File: src/rtl/bus_source_mux_reg_pkg.sv
// Shared constants and helpers for the registered bus source multiplexer.
package bus_mux_pkg;

  localparam int SEL_MODE_ONEHOT = 0;
  localparam int SEL_MODE_ENC    = 1;

  localparam int ARB_FIXED = 0;
  localparam int ARB_RR    = 1;

  // Index width that never collapses to zero bits, even for tiny source counts.
  function automatic int clog2_min1(input int n);
    return (n <= 2) ? 1 : $clog2(n);
  endfunction

endpackage

File: src/rtl/bus_source_mux_reg_if.sv
// Bus-side signal bundle: source data/requests toward the mux, registered bus back out.
interface bus_source_mux_reg_if
  import bus_mux_pkg::*;
#(
  parameter int WIDTH = 32,
  parameter int N_SRC = 24,
  parameter int SEL_W = clog2_min1(N_SRC)
);

  logic [N_SRC*WIDTH-1:0] src_data;
  logic [N_SRC-1:0]       src_req;
  logic [SEL_W-1:0]       sel;
  logic                   sel_valid;
  logic                   clear_err;
  logic [WIDTH-1:0]       bus_q;
  logic                   bus_valid;
  logic [SEL_W-1:0]       grant_idx;
  logic                   conflict;
  logic                   range_err;

  modport master (
    output src_data, src_req, sel, sel_valid, clear_err,
    input  bus_q, bus_valid, grant_idx, conflict, range_err
  );

  modport slave (
    input  src_data, src_req, sel, sel_valid, clear_err,
    output bus_q, bus_valid, grant_idx, conflict, range_err
  );

endinterface

File: src/rtl/bus_source_mux_reg_arb.sv
// Combinational arbiter over one-hot drive enables: fixed lowest-index or
// round-robin starting at ptr, plus any/multi driver detection.
module bus_rr_arbiter
  import bus_mux_pkg::*;
#(
  parameter int N = 24,
  parameter int W = clog2_min1(N)
) (
  input  logic [N-1:0] req,
  input  logic [W-1:0] ptr,
  input  logic         rr_en,
  output logic [W-1:0] grant_idx,
  output logic         any_req,
  output logic         multi_req
);

  logic [W-1:0] lo_idx;
  logic [W-1:0] hi_idx;
  logic         lo_found;
  logic         hi_found;

  // hi_* is the first request at or above ptr; lo_* doubles as the wrap-around pick.
  always_comb begin
    lo_idx   = '0;
    hi_idx   = '0;
    lo_found = 1'b0;
    hi_found = 1'b0;
    for (int i = 0; i < N; i++) begin
      if (req[i] && !lo_found) begin
        lo_idx   = W'(i);
        lo_found = 1'b1;
      end
      if (req[i] && !hi_found && (i >= int'(ptr))) begin
        hi_idx   = W'(i);
        hi_found = 1'b1;
      end
    end
    grant_idx = (rr_en && hi_found) ? hi_idx : lo_idx;
  end

  assign any_req   = |req;
  assign multi_req = |(req & (req - 1'b1));

endmodule

File: src/rtl/bus_source_mux_reg.sv
// Registered CPU bus source multiplexer: one-hot or encoded source select,
// bus keeper on idle cycles, sticky conflict/range error flags.
module bus_source_mux_reg
  import bus_mux_pkg::*;
#(
  parameter int WIDTH    = 32,
  parameter int N_SRC    = 24,
  parameter int SEL_W    = clog2_min1(N_SRC),
  parameter int SEL_MODE = SEL_MODE_ONEHOT,
  parameter int ARB_RR   = ARB_FIXED
) (
  input logic                 clock,
  input logic                 reset,
  bus_source_mux_reg_if.slave bus
);

  logic [N_SRC-1:0] req;
  logic [SEL_W-1:0] arb_idx;
  logic             any_req;
  logic             multi_req;

  logic [SEL_W-1:0] cap_idx;
  logic [WIDTH-1:0] cap_data;

  logic [WIDTH-1:0] data_q,      data_d;
  logic             valid_q,     valid_d;
  logic [SEL_W-1:0] grant_q,     grant_d;
  logic             conflict_q,  conflict_d;
  logic             range_err_q, range_err_d;
  logic [SEL_W-1:0] rr_ptr_q,    rr_ptr_d;

  assign req = (SEL_MODE == SEL_MODE_ONEHOT) ? bus.src_req : '0;

  bus_rr_arbiter #(
    .N (N_SRC),
    .W (SEL_W)
  ) u_arb (
    .req       (req),
    .ptr       (rr_ptr_q),
    .rr_en     (ARB_RR != ARB_FIXED),
    .grant_idx (arb_idx),
    .any_req   (any_req),
    .multi_req (multi_req)
  );

  // Explicit compare loop keeps out-of-range selects from indexing past src_data.
  always_comb begin
    cap_idx  = (SEL_MODE == SEL_MODE_ENC) ? bus.sel : arb_idx;
    cap_data = '0;
    for (int i = 0; i < N_SRC; i++) begin
      if (int'(cap_idx) == i) cap_data = bus.src_data[i*WIDTH +: WIDTH];
    end
  end

  always_comb begin
    data_d      = data_q;
    valid_d     = 1'b0;
    grant_d     = grant_q;
    rr_ptr_d    = rr_ptr_q;
    conflict_d  = conflict_q  & ~bus.clear_err;
    range_err_d = range_err_q & ~bus.clear_err;
    if (SEL_MODE == SEL_MODE_ENC) begin
      if (bus.sel_valid) begin
        grant_d = bus.sel;
        if (int'(bus.sel) < N_SRC) begin
          data_d  = cap_data;
          valid_d = 1'b1;
        end else begin
          data_d      = '0;
          range_err_d = 1'b1;
        end
      end
    end else if (any_req) begin
      data_d  = cap_data;
      grant_d = arb_idx;
      valid_d = 1'b1;
      if (multi_req) conflict_d = 1'b1;
      if (ARB_RR != ARB_FIXED) begin
        rr_ptr_d = (int'(arb_idx) == N_SRC - 1) ? '0 : arb_idx + 1'b1;
      end
    end
  end

  // Output register stage
  always_ff @(posedge clock) begin
    if (reset) begin
      data_q      <= '0;
      valid_q     <= 1'b0;
      grant_q     <= '0;
      conflict_q  <= 1'b0;
      range_err_q <= 1'b0;
      rr_ptr_q    <= '0;
    end else begin
      data_q      <= data_d;
      valid_q     <= valid_d;
      grant_q     <= grant_d;
      conflict_q  <= conflict_d;
      range_err_q <= range_err_d;
      rr_ptr_q    <= rr_ptr_d;
    end
  end

  assign bus.bus_q     = data_q;
  assign bus.bus_valid = valid_q;
  assign bus.grant_idx = grant_q;
  assign bus.conflict  = conflict_q;
  assign bus.range_err = range_err_q;

endmodule
File: src/flat_wrapper.sv
// flat-port wrapper written by rule: the top's interface ports become plain ports
module bus_source_mux_reg_flat import bus_mux_pkg::*;
#(
  parameter int WIDTH    = 32,
  parameter int N_SRC    = 24,
  parameter int SEL_W    = clog2_min1(N_SRC),
  parameter int SEL_MODE = SEL_MODE_ONEHOT,
  parameter int ARB_RR   = ARB_FIXED
)
  (clock, reset, bus_src_data, bus_src_req, bus_sel, bus_sel_valid, bus_clear_err, bus_bus_q, bus_bus_valid, bus_grant_idx, bus_conflict, bus_range_err);
  bus_source_mux_reg_if #(.WIDTH(WIDTH), .N_SRC(N_SRC), .SEL_W(SEL_W)) bus_i ();
  input logic clock;
  input logic reset;
  input wire logic [$bits(bus_i.src_data)-1:0] bus_src_data;
  input wire logic [$bits(bus_i.src_req)-1:0] bus_src_req;
  input wire logic [$bits(bus_i.sel)-1:0] bus_sel;
  input wire logic [$bits(bus_i.sel_valid)-1:0] bus_sel_valid;
  input wire logic [$bits(bus_i.clear_err)-1:0] bus_clear_err;
  output wire logic [$bits(bus_i.bus_q)-1:0] bus_bus_q;
  output wire logic [$bits(bus_i.bus_valid)-1:0] bus_bus_valid;
  output wire logic [$bits(bus_i.grant_idx)-1:0] bus_grant_idx;
  output wire logic [$bits(bus_i.conflict)-1:0] bus_conflict;
  output wire logic [$bits(bus_i.range_err)-1:0] bus_range_err;
  assign bus_i.src_data = bus_src_data;
  assign bus_i.src_req = bus_src_req;
  assign bus_i.sel = bus_sel;
  assign bus_i.sel_valid = bus_sel_valid;
  assign bus_i.clear_err = bus_clear_err;
  assign bus_bus_q = bus_i.bus_q;
  assign bus_bus_valid = bus_i.bus_valid;
  assign bus_grant_idx = bus_i.grant_idx;
  assign bus_conflict = bus_i.conflict;
  assign bus_range_err = bus_i.range_err;
  bus_source_mux_reg #(.WIDTH(WIDTH), .N_SRC(N_SRC), .SEL_W(SEL_W), .SEL_MODE(SEL_MODE), .ARB_RR(ARB_RR)) u_core (.clock(clock), .reset(reset), .bus(bus_i));
endmodule
File: config.mk
export PLATFORM = sky130hd
export DESIGN_NAME = bus_source_mux_reg_flat
export DESIGN_NICKNAME = d
export VERILOG_FILES = /design/src/rtl/bus_source_mux_reg_pkg.sv /design/src/rtl/bus_source_mux_reg_if.sv /design/src/rtl/bus_source_mux_reg_arb.sv /design/src/rtl/bus_source_mux_reg.sv /design/src/flat_wrapper.sv
export SDC_FILE = /design/constraint.sdc
export NUM_CORES = 1
export LEC_CHECK = 0
export BUFFER_PORTS_ARGS = -buffer_cell sky130_fd_sc_hd__buf_2
export CORE_AREA = 2 2 329 331
export CTS_BUF_LIST = sky130_fd_sc_hd__clkbuf_8 sky130_fd_sc_hd__clkbuf_16
export DETAILED_ROUTE_END_ITERATION = 10
export DIE_AREA = 0 0 331 333
export GPL_TIMING_DRIVEN = 1
export REMOVE_ABC_BUFFERS = 1
export SYNTH_ARGS = -nofsm -noshare
export SYNTH_HDL_FRONTEND = slang
export SYNTH_SLANG_ARGS = --single-unit
File: constraint.sdc
create_clock -name clock -period 3.3 [get_ports clock]
set_input_delay 0.165 -clock clock [delete_from_list [all_inputs] [get_ports clock]]
set_output_delay 0.165 -clock clock [all_outputs]
set_load 0.05 [all_outputs]
# After elaboration in Yosys (flattened, before gate mapping)

Index checks and enable logic that the tools add are counted.

$add $sub $neg: 1
Equal/unequal tests: 23
Mux-type cells: 73
Bitwise logic cells: 4
Reduce and logical (&&, ||, !) cells: 49

Operators by type and width:

| kind                    | number |
|---|---|
| $mux W32                | 24 |
| $mux W5                 | 22 |
| $eq A5 B5 Y1 const B    | 16 |
| $reduce_or A24 Y1       | 2 |
| $mux W1                 | 27 |
| $and A24 B24 Y24        | 1 |
| $sub A24 B1 Y24 const B | 1 |
| $logic_and A1 B1 Y1     | 23 |
| $logic_not A1 Y1        | 23 |
| $eq A5 B4 Y1 const B    | 4 |
| $eq A5 B3 Y1 const B    | 2 |
| $eq A5 B2 Y1 const B    | 1 |
| $logic_not A5 Y1        | 1 |
| $and A1 B1 Y1           | 2 |
| $not A1 Y1              | 1 |

Register bits: 40
Word-level logic and storage cells: 155

# Logic depth before layout (Yosys ltp)

Gate-level depths: netlist of run 1.

Depth after elaboration: 95
Mapped depth: 16
Gate-level depth less buffers: 11

# By module

Synthesis of run 1 repeated with hierarchy kept, for this count alone.

Cells, all modules: 1481
Area, all modules: 10027.1 um2

By module, submodules not included:

| module             | instances | cells each | area an instance (um2) |
|---|---|---|---|
| bus_source_mux_reg | 1         | 1274       | 8816.0 |
| bus_rr_arbiter     | 1         | 207        | 1211.2 |

# Least setup slack after synthesis of run 1

Ideal clock, no wire load.

Kind: input to register
From: input bus_src_req[1]
To: register u_core.data_q[9], in the netlist u_core.bus.bus_q[9]
Arrival: 2.821 ns
Data required time: 3.172 ns
Slack: 0.351 ns
Stages on the path: 15
Path buffers: 5
Cell sequence: buf_2 -> or4_1 -> buf_4 -> nor3_4 -> o311a_2 -> or3_1 -> buf_4 -> buf_6 -> buf_2 -> mux2i_1 -> nor3_1 -> a311oi_1 -> nand2_1 -> o21ai_1 -> a31oi_1

Cells in the longest elaborated chain, start to end: 93
Elaborated cells on any way between the ends: 139
Those cells by class: eq/ne (23); mux (69); reduce/logical (47)

Ends and longest elaborated chain:

| element                | RTL line                     | source |
|---|---|---|
| start, declared        | flat_wrapper.sv:15           | `input wire logic [$bits(bus_i.src_req)-1:0] bus_src_req;` |
| $logic_and A1 B1 Y1    | bus_source_mux_reg_arb.sv:29 | `if (req[i] && !lo_found) begin` |
| $mux W1                | bus_source_mux_reg_arb.sv:29 |  |
| $logic_not A1 Y1       | bus_source_mux_reg_arb.sv:29 |  |
| $logic_and A1 B1 Y1    | bus_source_mux_reg_arb.sv:29 |  |
| $mux W1                | bus_source_mux_reg_arb.sv:29 |  |
| $logic_not A1 Y1       | bus_source_mux_reg_arb.sv:29 |  |
| $logic_and A1 B1 Y1    | bus_source_mux_reg_arb.sv:29 |  |
| $mux W1                | bus_source_mux_reg_arb.sv:29 |  |
| [54 not listed]        | -                            |  |
| $logic_not A1 Y1       | bus_source_mux_reg_arb.sv:29 |  |
| $logic_and A1 B1 Y1    | bus_source_mux_reg_arb.sv:29 |  |
| $mux W1                | bus_source_mux_reg_arb.sv:29 |  |
| $logic_not A1 Y1       | bus_source_mux_reg_arb.sv:29 |  |
| $logic_and A1 B1 Y1    | bus_source_mux_reg_arb.sv:29 |  |
| $mux W5                | bus_source_mux_reg_arb.sv:29 |  |
| $logic_not A5 Y1       | bus_source_mux_reg.sv:51     | `if (int'(cap_idx) == i) cap_data = bus.src_data[i*WIDTH +: WIDTH];` |
| $mux W32 (24 in a row) | bus_source_mux_reg.sv:51     |  |
| end signal, assigned   | bus_source_mux_reg.sv:94     | `data_q <= data_d;` |
| end, declared          | bus_source_mux_reg.sv:25     | `logic [WIDTH-1:0] data_q, data_d;` |

Parallel ways exist; a longest one is shown, timed or not.
A chain may end at the register's enable or synchronous reset.

# Final worst setup path of run 1

From: input bus_src_req[3]
To: register u_core.data_q[11], in the netlist u_core.bus.bus_q[11]

Cells in the longest elaborated chain, start to end: 87
Elaborated cells on any way between the ends: 131
Those cells by class: eq/ne (23); mux (65); reduce/logical (43)

Ends and longest elaborated chain:

| element                | RTL line |
|---|---|
| $logic_and A1 B1 Y1    | bus_source_mux_reg_arb.sv:29 |
| $mux W1                | bus_source_mux_reg_arb.sv:29 |
| $logic_not A1 Y1       | bus_source_mux_reg_arb.sv:29 |
| $logic_and A1 B1 Y1    | bus_source_mux_reg_arb.sv:29 |
| $mux W1                | bus_source_mux_reg_arb.sv:29 |
| $logic_not A1 Y1       | bus_source_mux_reg_arb.sv:29 |
| $logic_and A1 B1 Y1    | bus_source_mux_reg_arb.sv:29 |
| $mux W1                | bus_source_mux_reg_arb.sv:29 |
| [48 not listed]        | - |
| $logic_not A1 Y1       | bus_source_mux_reg_arb.sv:29 |
| $logic_and A1 B1 Y1    | bus_source_mux_reg_arb.sv:29 |
| $mux W1                | bus_source_mux_reg_arb.sv:29 |
| $logic_not A1 Y1       | bus_source_mux_reg_arb.sv:29 |
| $logic_and A1 B1 Y1    | bus_source_mux_reg_arb.sv:29 |
| $mux W5                | bus_source_mux_reg_arb.sv:29 |
| $logic_not A5 Y1       | bus_source_mux_reg.sv:51 |
| $mux W32 (24 in a row) | bus_source_mux_reg.sv:51 |

Parallel ways exist; a longest one is shown, timed or not.

==> results of run 1 <==
## flip-flops by register name (all words and copies together), names as in the netlist
register	cells
u_core.bus.grant_idx	5
u_core.bus.conflict	1
u_core.bus.range_err	1
u_core.bus.bus_valid	1
u_core.bus.bus_q	32
## critical path: stages
cell and delay, ps:
buf_2 110, or4_4 530, buf_6 150, nor3_4 280
buf_4 180, o311a_4 230, buf_12 110, nor3_4 50
buf_4 130, nand2_2 140, o221ai_1 180, a31oi_4 330
a2111oi_4 130, buf_4 180, or4_1 520, o21ai_1 80
## placed cells by master, fill, tap and decap left out, types with 7 or more instances in the layout
| cell type | netlist | layout |
|---|---|---|
| a2111oi_0 | 10 | 7 |
| a211oi_1 | 12 | 10 |
| a21oi_1 | 90 | 87 |
| a221o_1 | 31 | 31 |
| a221oi_1 | 47 | 45 |
| a222oi_1 | 18 | 18 |
| a22o_1 | 12 | 12 |
| a22oi_1 | 42 | 41 |
| a311oi_1 | 8 | 8 |
| a31oi_1 | 39 | 35 |
| a32oi_1 | 9 | 9 |
| and3_1 | 21 | 17 |
| buf_12 | 0 | 52 |
| buf_2 | 32 | 834 |
| buf_4 | 11 | 367 |
| buf_6 | 5 | 8 |
| dfxtp_1 | 40 | 40 |
| diode_2 | 0 | 56 |
| inv_1 | 7 | 8 |
| mux2i_1 | 36 | 27 |
| nand2_1 | 183 | 181 |
| nand3_1 | 47 | 46 |
| nand4_1 | 22 | 22 |
| nor2_1 | 136 | 131 |
| nor3_1 | 36 | 32 |
| nor4_1 | 17 | 12 |
| nor4_4 | 6 | 7 |
| o211ai_1 | 18 | 18 |
| o21ai_0 | 80 | 73 |
| o21ai_1 | 13 | 19 |
| o221ai_1 | 22 | 21 |
| o22ai_1 | 48 | 44 |
| o31ai_1 | 10 | 10 |
| or3_1 | 9 | 8 |
| or4_1 | 14 | 8 |
| or4_4 | 2 | 8 |
## per-stage QoR
| stage | instances | total power (W) | instance area [um^2] | setup slack, ps |
|---|---|---|---|---|
| CTS | 3849 | 0.00316 | 18000 | -14.9 |
| floorplan | 1181 | 0.00111 | 7860 | -1550 |
| finish | 3912 | 0.00319 | 18500 | 52.5 |
| detailed placement | 3834 | 0.00246 | 17600 | -705 |
| global placement | 3834 | 0.00246 | 17600 | -772 |
| global route | 3893 | 0.00333 | 18400 | -52.6 |
## cell type report
type | instances | area [um^2]
tap | 1403 | 1760
fill | 12438 | 88200
sequential | 40 | 801
clock inverter | 3 | 38.8
timing repair buffer | 1264 | 8110
multi-input combinational | 1134 | 7450
antenna | 56 | 140
inverter | 7 | 26.3
clock buffer | 5 | 125
## what timing repair did
action / CTS / global route
buffers inserted: 6 / 8
resized for setup: 32 / 50
hold endpoints to repair: 1 / 0
pin swaps: 8 / 15
endpoints found under the setup margin: 20 / 23
hold buffers: 1 / 0
## cells by family (layout without fill, tap and decap cells)
kind of cell	Yosys count	in the layout	synth area share, %
compound gates	562	562	47.3
fa+ha+maj	1	1	0.119
buf+inv	130	1279	7.20
flops	40	40	9.49
mux	39	39	4.67
other cells	0	56	0
simple gates	532	532	31.2
## where the power goes
part	switching [W]	leakage (nW)	internal, W
Sequential	0.0000479	0.332	0.000524
Clock	0.000303	0.0853	0.000356
Combinational	0.00110	8.16	0.000859
## final timing paths
kind | start | endpoint | slack (ps)
setup / recovery | bus_src_req[3] | u_core.bus.bus_q[11] | 50
hold reg to reg | u_core.bus.grant_idx[0] | u_core.bus.grant_idx[0] | 460
setup reg to reg | u_core.bus.conflict | u_core.bus.conflict | 940
hold / removal | bus_src_data[688] | u_core.bus.bus_q[16] | 80
## layer usage
metal / vias up / routed length, um / part of all wire (%) / global-route usage (%)
met2: 1141 / 62700 / 45 / 39.3
met3: 339 / 14800 / 11 / 9.61
li1: 7624 / - / - / -
met4: 182 / 4010 / 2.9 / 5.40
met1: 8546 / 55600 / 40 / 29.0
met5: - / 1090 / 0.79 / 0
==> impl_metrics.csv, run 1 <==
group,metric,value,unit
sta,finalSetupTns,0,ps
worst_hold_path,worst_hold_path_type,"input pin to flip-flop",
drt,wire_per_inst,35.3,um
floorplanning,design.core.area,107000,um^2
grt,antenna_found_initial,192,
power,static-leakage-power,8.58,nW
synth,syn_avg_cell_area,6.47,um^2
floorplanning,design.portCount,841,
worst_hold_path,min_delay_path_depth,3,
drt,ant_nets,0,
grt,grt_max_degree,30,
floorplanning,die_w,331,um
sta,period_share,98.4,%
cts,clk_latency,330,ps
sta,max_clock_freq,0.308,GHz
setup_path,crit_type,"input pin to flip-flop",
cts,cts_tree,"done",
power,peak_ir_drop_on_the_vdd_network,0.162,mV
setup_path,critPathCaptureType,"flip-flop",
synth,yosysUniqueCellTypes,76,
sta,drv_slew,0,
job,timing.max_cap.violations,0,
sta,max_slew_margin,14.3,%
cts,cts_buffers,5,
setup_path,worst_ep_arrival_time,3510,ps
final_layout,layout.nets,3253,
status,status,"completed",
sta,timing.final.setup_violations,0,
power,power_density,173,nW/um^2
synth,synth-seq-cells,40,
synth,synth.largest_area_cell,"dfxtp_1",
floorplanning,die-area,110000,um^2
drt,wirelength,138,mm
grt,grt_pass1_vias,17334,
sta,final_period_minus_worst_setup_slack,3250,ps
synth,netlist_area_before_placement,8440,um^2
floorplanning,initial_utilization,7.92,%
floorplanning,fp.dieH,333,um
placement,port_buffers,834,
synth,post-synth-top-count-cell,"nand2_1",
synth,fraction_of_registers_with_async_set_reset,0,%
synth,synth.top_cells.by_area,"dfxtp_1 (9.5%), nand2_1 (8.1%), nor2_1 (6.0%)",
drt,via_count,17832,
synth,synth-edff-count,0,
drt,route.detailed.drc,0,
synth,post-synth-top-area-fraction,9.49,%
cts,cts-htree-levels,2,
synth,synth_commonest_cells,"nand2_1 (183), nor2_1 (136), a21oi_1 (90)",
setup_path,rr_worst_depth,7,
grt,global_route.overflow_total,0,
drt,drtPass1Iterations,7,
placement,hpwlAfterDp,124,mm
sta,final_hold_viol_count,0,
cts,clock_path_buffers,2,
sta,finalClockSkew,0,ps
cts,cts.clk_slew.worst_paths,80,ps
synth,netlist_instances,1304,
synth,synth.yosys.warnings,0,
drt,vias_per_cell,4.56,
floorplanning,placementRows,120,
sta,worst_pin_slew,1280,ps
synth,synth-seq-area-share,9.49,%
cts,sinks_on_the_clock_net,40,
synth,top_reg_cell_synth,"dfxtp_1",
grt,track_usage,23.9,%
cts,clock_tree.root_cell,"clkbuf_16",
sta,rsz0062_at_grt,"yes",
final_layout,drive_gt1_share,55.5,%
sta,final.hold.worst_slack,76.8,ps
setup_path,critPathMaxFanout,6,
grt,grt_pass1_wl,174,mm
setup_path,critPathRequiredTime,3560,ps
setup_path,worst_setup_path_start_kind,"input pin",
placement,gp_routability_congestion,0.921,
drt,drt_iter0_drc,1831,
final_layout,finalCoreUtilization,17.3,%
final_layout,syn2layout_area_growth,119,%
No activity file was read; power rests on OpenSTA's default activity.
==> run 2: changes to the inputs <==
- ABC_AREA: unset -> 1
- CORE_AREA: 2 2 329 331 -> 2 2 331 333
- DIE_AREA: 0 0 331 333 -> 0 0 333 335
==> impl_metrics.csv, run 2 <==
group,metric,value,unit
final_layout,layout.nets,3667,
job,timing.max_cap.violations,0,
grt,grt_max_degree,58,
setup_path,rr_worst_depth,2,
sta,final.hold.worst_slack,29.7,ps
drt,drt_iter0_drc,1368,
floorplanning,die-area,112000,um^2
sta,max_clock_freq,0.285,GHz
floorplanning,placementRows,121,
synth,synth_commonest_cells,"nand2_1 (783), nor2_1 (319), inv_1 (228)",
sta,period_share,106,%
final_layout,largest_register_ffs,32,
cts,cts-htree-levels,2,
cts,cts_buffers,5,
setup_path,critPathCaptureType,"flip-flop",
placement,port_buffers,834,
sta,drv_slew,0,
grt,track_usage,17.2,%
setup_path,worst_path_largest_cell_delay,280,ps
final_layout,multiInputGateArea,6940,um^2
floorplanning,design.core.area,108000,um^2
status,failed_checks,"negative setup slack",
floorplanning,initial_utilization,7.90,%
cts,clock_path_buffers,2,
setup_path,worst_ep_arrival_time,3700,ps
final_layout,layout.cells.most_common_list,"buf_2 (830), nand2_1 (752), nor2_1 (271)",
synth,synth-seq-cells,40,
sta,worst_slack,-204,ps
placement,placedInstanceArea,16400,um^2
setup_path,cp-startpoint,"bus_src_req[1]",
setup_path,critPathMaxFanout,7,
power,peak_ir_drop_on_the_vdd_network,0.233,mV
power,static-leakage-power,9.06,nW
worst_hold_path,worst_hold_path_type,"input pin to flip-flop",
final_layout,layoutNonFillerInstCount,4302,
sta,final_hold_viol_count,0,
synth,post-synth-top-area-fraction,34.4,%
sta,rsz0062_at_grt,"yes",
setup_path,worst_setup_path_start_kind,"input pin",
sta,finalSetupTns,-295,ps
synth,netlist_area_before_placement,8540,um^2
cts,clock_tree.root_cell,"clkbuf_16",
placement,hpwlAfterDp,89.9,mm
cts,cts_tree,"done",
synth,synth.yosys.warnings,0,
synth,syn_avg_cell_area,4.65,um^2
floorplanning,fp.dieH,335,um
sta,finalClockSkew,0,ps
placement,dp_cells,4253,
synth,synth.largest_area_cell,"nand2_1",
setup_path,critPathRequiredTime,3500,ps
synth,synth-edff-count,0,
drt,wirelength,102,mm
setup_path,worst-path-buf-inv,6,
synth,fraction_of_registers_with_async_set_reset,0,%
sta,worst_pin_slew,1300,ps
final_layout,stdcell_area,17300,um^2
setup_path,worst_r2r_endpoint,"u_core.bus.bus_q[19]",
final_layout,fillerInstances,12823,
synth,top_reg_cell_synth,"dfxtp_1",
drt,drtPass1Iterations,6,
setup_path,crit_type,"input pin to flip-flop",
drt,wire_per_inst,23.7,um
setup_path,timing.critical_path.depth,27,
synth,yosysUniqueCellTypes,41,
grt,global_route.overflow_total,0,
cts,cts.clk_slew.worst_paths,80,ps
final_layout,drive_gt1_share,44.5,%
setup_path,crit_slowest_cell,"nand4_1",
placement,gp_routability_congestion,0.908,
setup_path,rr_startpoint,"u_core.bus.bus_q[19]",
final_layout,layout.cells.most_common,"buf_2",
synth,synth.top_cells.by_area,"nand2_1 (34%), nor2_1 (14%), nand4_1 (12%)",
synth,synth-seq-area-share,9.38,%
synth,post-synth-top-count-cell,"nand2_1",
cts,clk_latency,300,ps
drt,route.detailed.drc,0,
final_layout,syn2layout_area_growth,103,%
cts,sinks_on_the_clock_net,40,
sta,max_slew_margin,11.1,%
status,status,"finished, violations left",
grt,grt_pass1_vias,15810,
power,finalPower,0.00292,W
cts,postCtsHoldBufs,0,
grt,antenna_found_initial,60,
synth,netlist_instances,1836,
drt,vias_per_cell,3.89,
setup_path,most_frequent_cell_on_the_critical_path,"nand4_1",
drt,via_count,16722,
floorplanning,design.portCount,841,
sta,final_period_minus_worst_setup_slack,3500,ps
setup_path,critPathTopFamily,"simple AND/OR/NAND/NOR gates",
setup_path,endpoint,"u_core.bus.bus_q[25]",
sta,timing.final.setup_violations,6,
grt,grt_pass1_wl,131,mm
drt,ant_nets,0,
floorplanning,die_w,333,um
setup_path,worst-r2r-setup-slack,2670,ps
power,power_density,169,nW/um^2
final_layout,seq_area,801,um^2
## run 2: cell types whose count changed in the layout (fill, tap and decap cells not counted), sizes merged, moves of 69 or more
cell / delta
nand2: +602
inv: +228
nor2: +195
buf: -165
nand4: +150
o21ai: -69
## run 2: cell type report
cell class              instances  area share (%)
diodes                         21           0.304
clock buffers                   6           0.802
clock inverters                 2          0.0867
inverters                     240            5.20
multi-input cells            1480            40.1
flip-flops and latches         40            4.63
well taps                    1414            10.2
repair buffers               1099            38.7
## run 2: worst min-delay path by stage
stage	from	cells past startpoint	end	slack (ps)
after CTS	bus_clear_err	2	u_core.bus.range_err	2
after global placement	bus_clear_err	2	u_core.bus.range_err	350
final	bus_clear_err	2	u_core.bus.range_err	30
after global routing	bus_clear_err	2	u_core.bus.range_err	20
after floorplan	reset	1	u_core.bus.conflict	230
after detailed placement	bus_clear_err	2	u_core.bus.range_err	350
## run 2: cells by family after synthesis
logic type             count (synthesis)  synth area share, %
flip-flops                            40                 9.38
buffers and inverters                316                 14.6
AND/OR/NAND/NOR                     1403                 71.0
AO/OA/AOI/OAI                         77                 5.00
## run 2: layer usage
| metal | GRT usage, % | share of wire, % | vias to the layer above |
|---|---|---|---|
| li1 | - | - | 7802 |
| met5 | 0 | 0.20 | - |
| met3 | 3.85 | 8.4 | 185 |
| met4 | 5.54 | 3.4 | 34 |
| met2 | 28.5 | 46 | 1007 |
| met1 | 21.9 | 42 | 7694 |
## run 2: power by group
part | switching (W) | total, W | internal, W
Sequential | 0.0000271 | 0.000547 | 0.000520
Combinational | 0.00103 | 0.00182 | 0.000788
Clock | 0.000252 | 0.000554 | 0.000302
Total | 0.00131 | 0.00292 | 0.00161
## run 2: what timing repair did
action,CTS,global route
setup buffers,11,10
setup endpoints to repair,15,32
resized for setup,64,83
gates cloned,0,1
pin swaps,44,98
## run 2: worst reg2reg max path, delay by kind of cell, from the launching register on
family / cells / cell delay (ps)
simple gates: 2 / 150
flops: 1 / 430
## run 2: per-stage QoR
| step | worst slack (ps) | utilization [%] |
|---|---|---|
| finish | -204 | 16.0 |
| floorplan | -508 | - |
| detailed placement | -987 | 15.2 |
| global route | -305 | 16.0 |
| global placement | -941 | 15.2 |
| CTS | -199 | 15.6 |
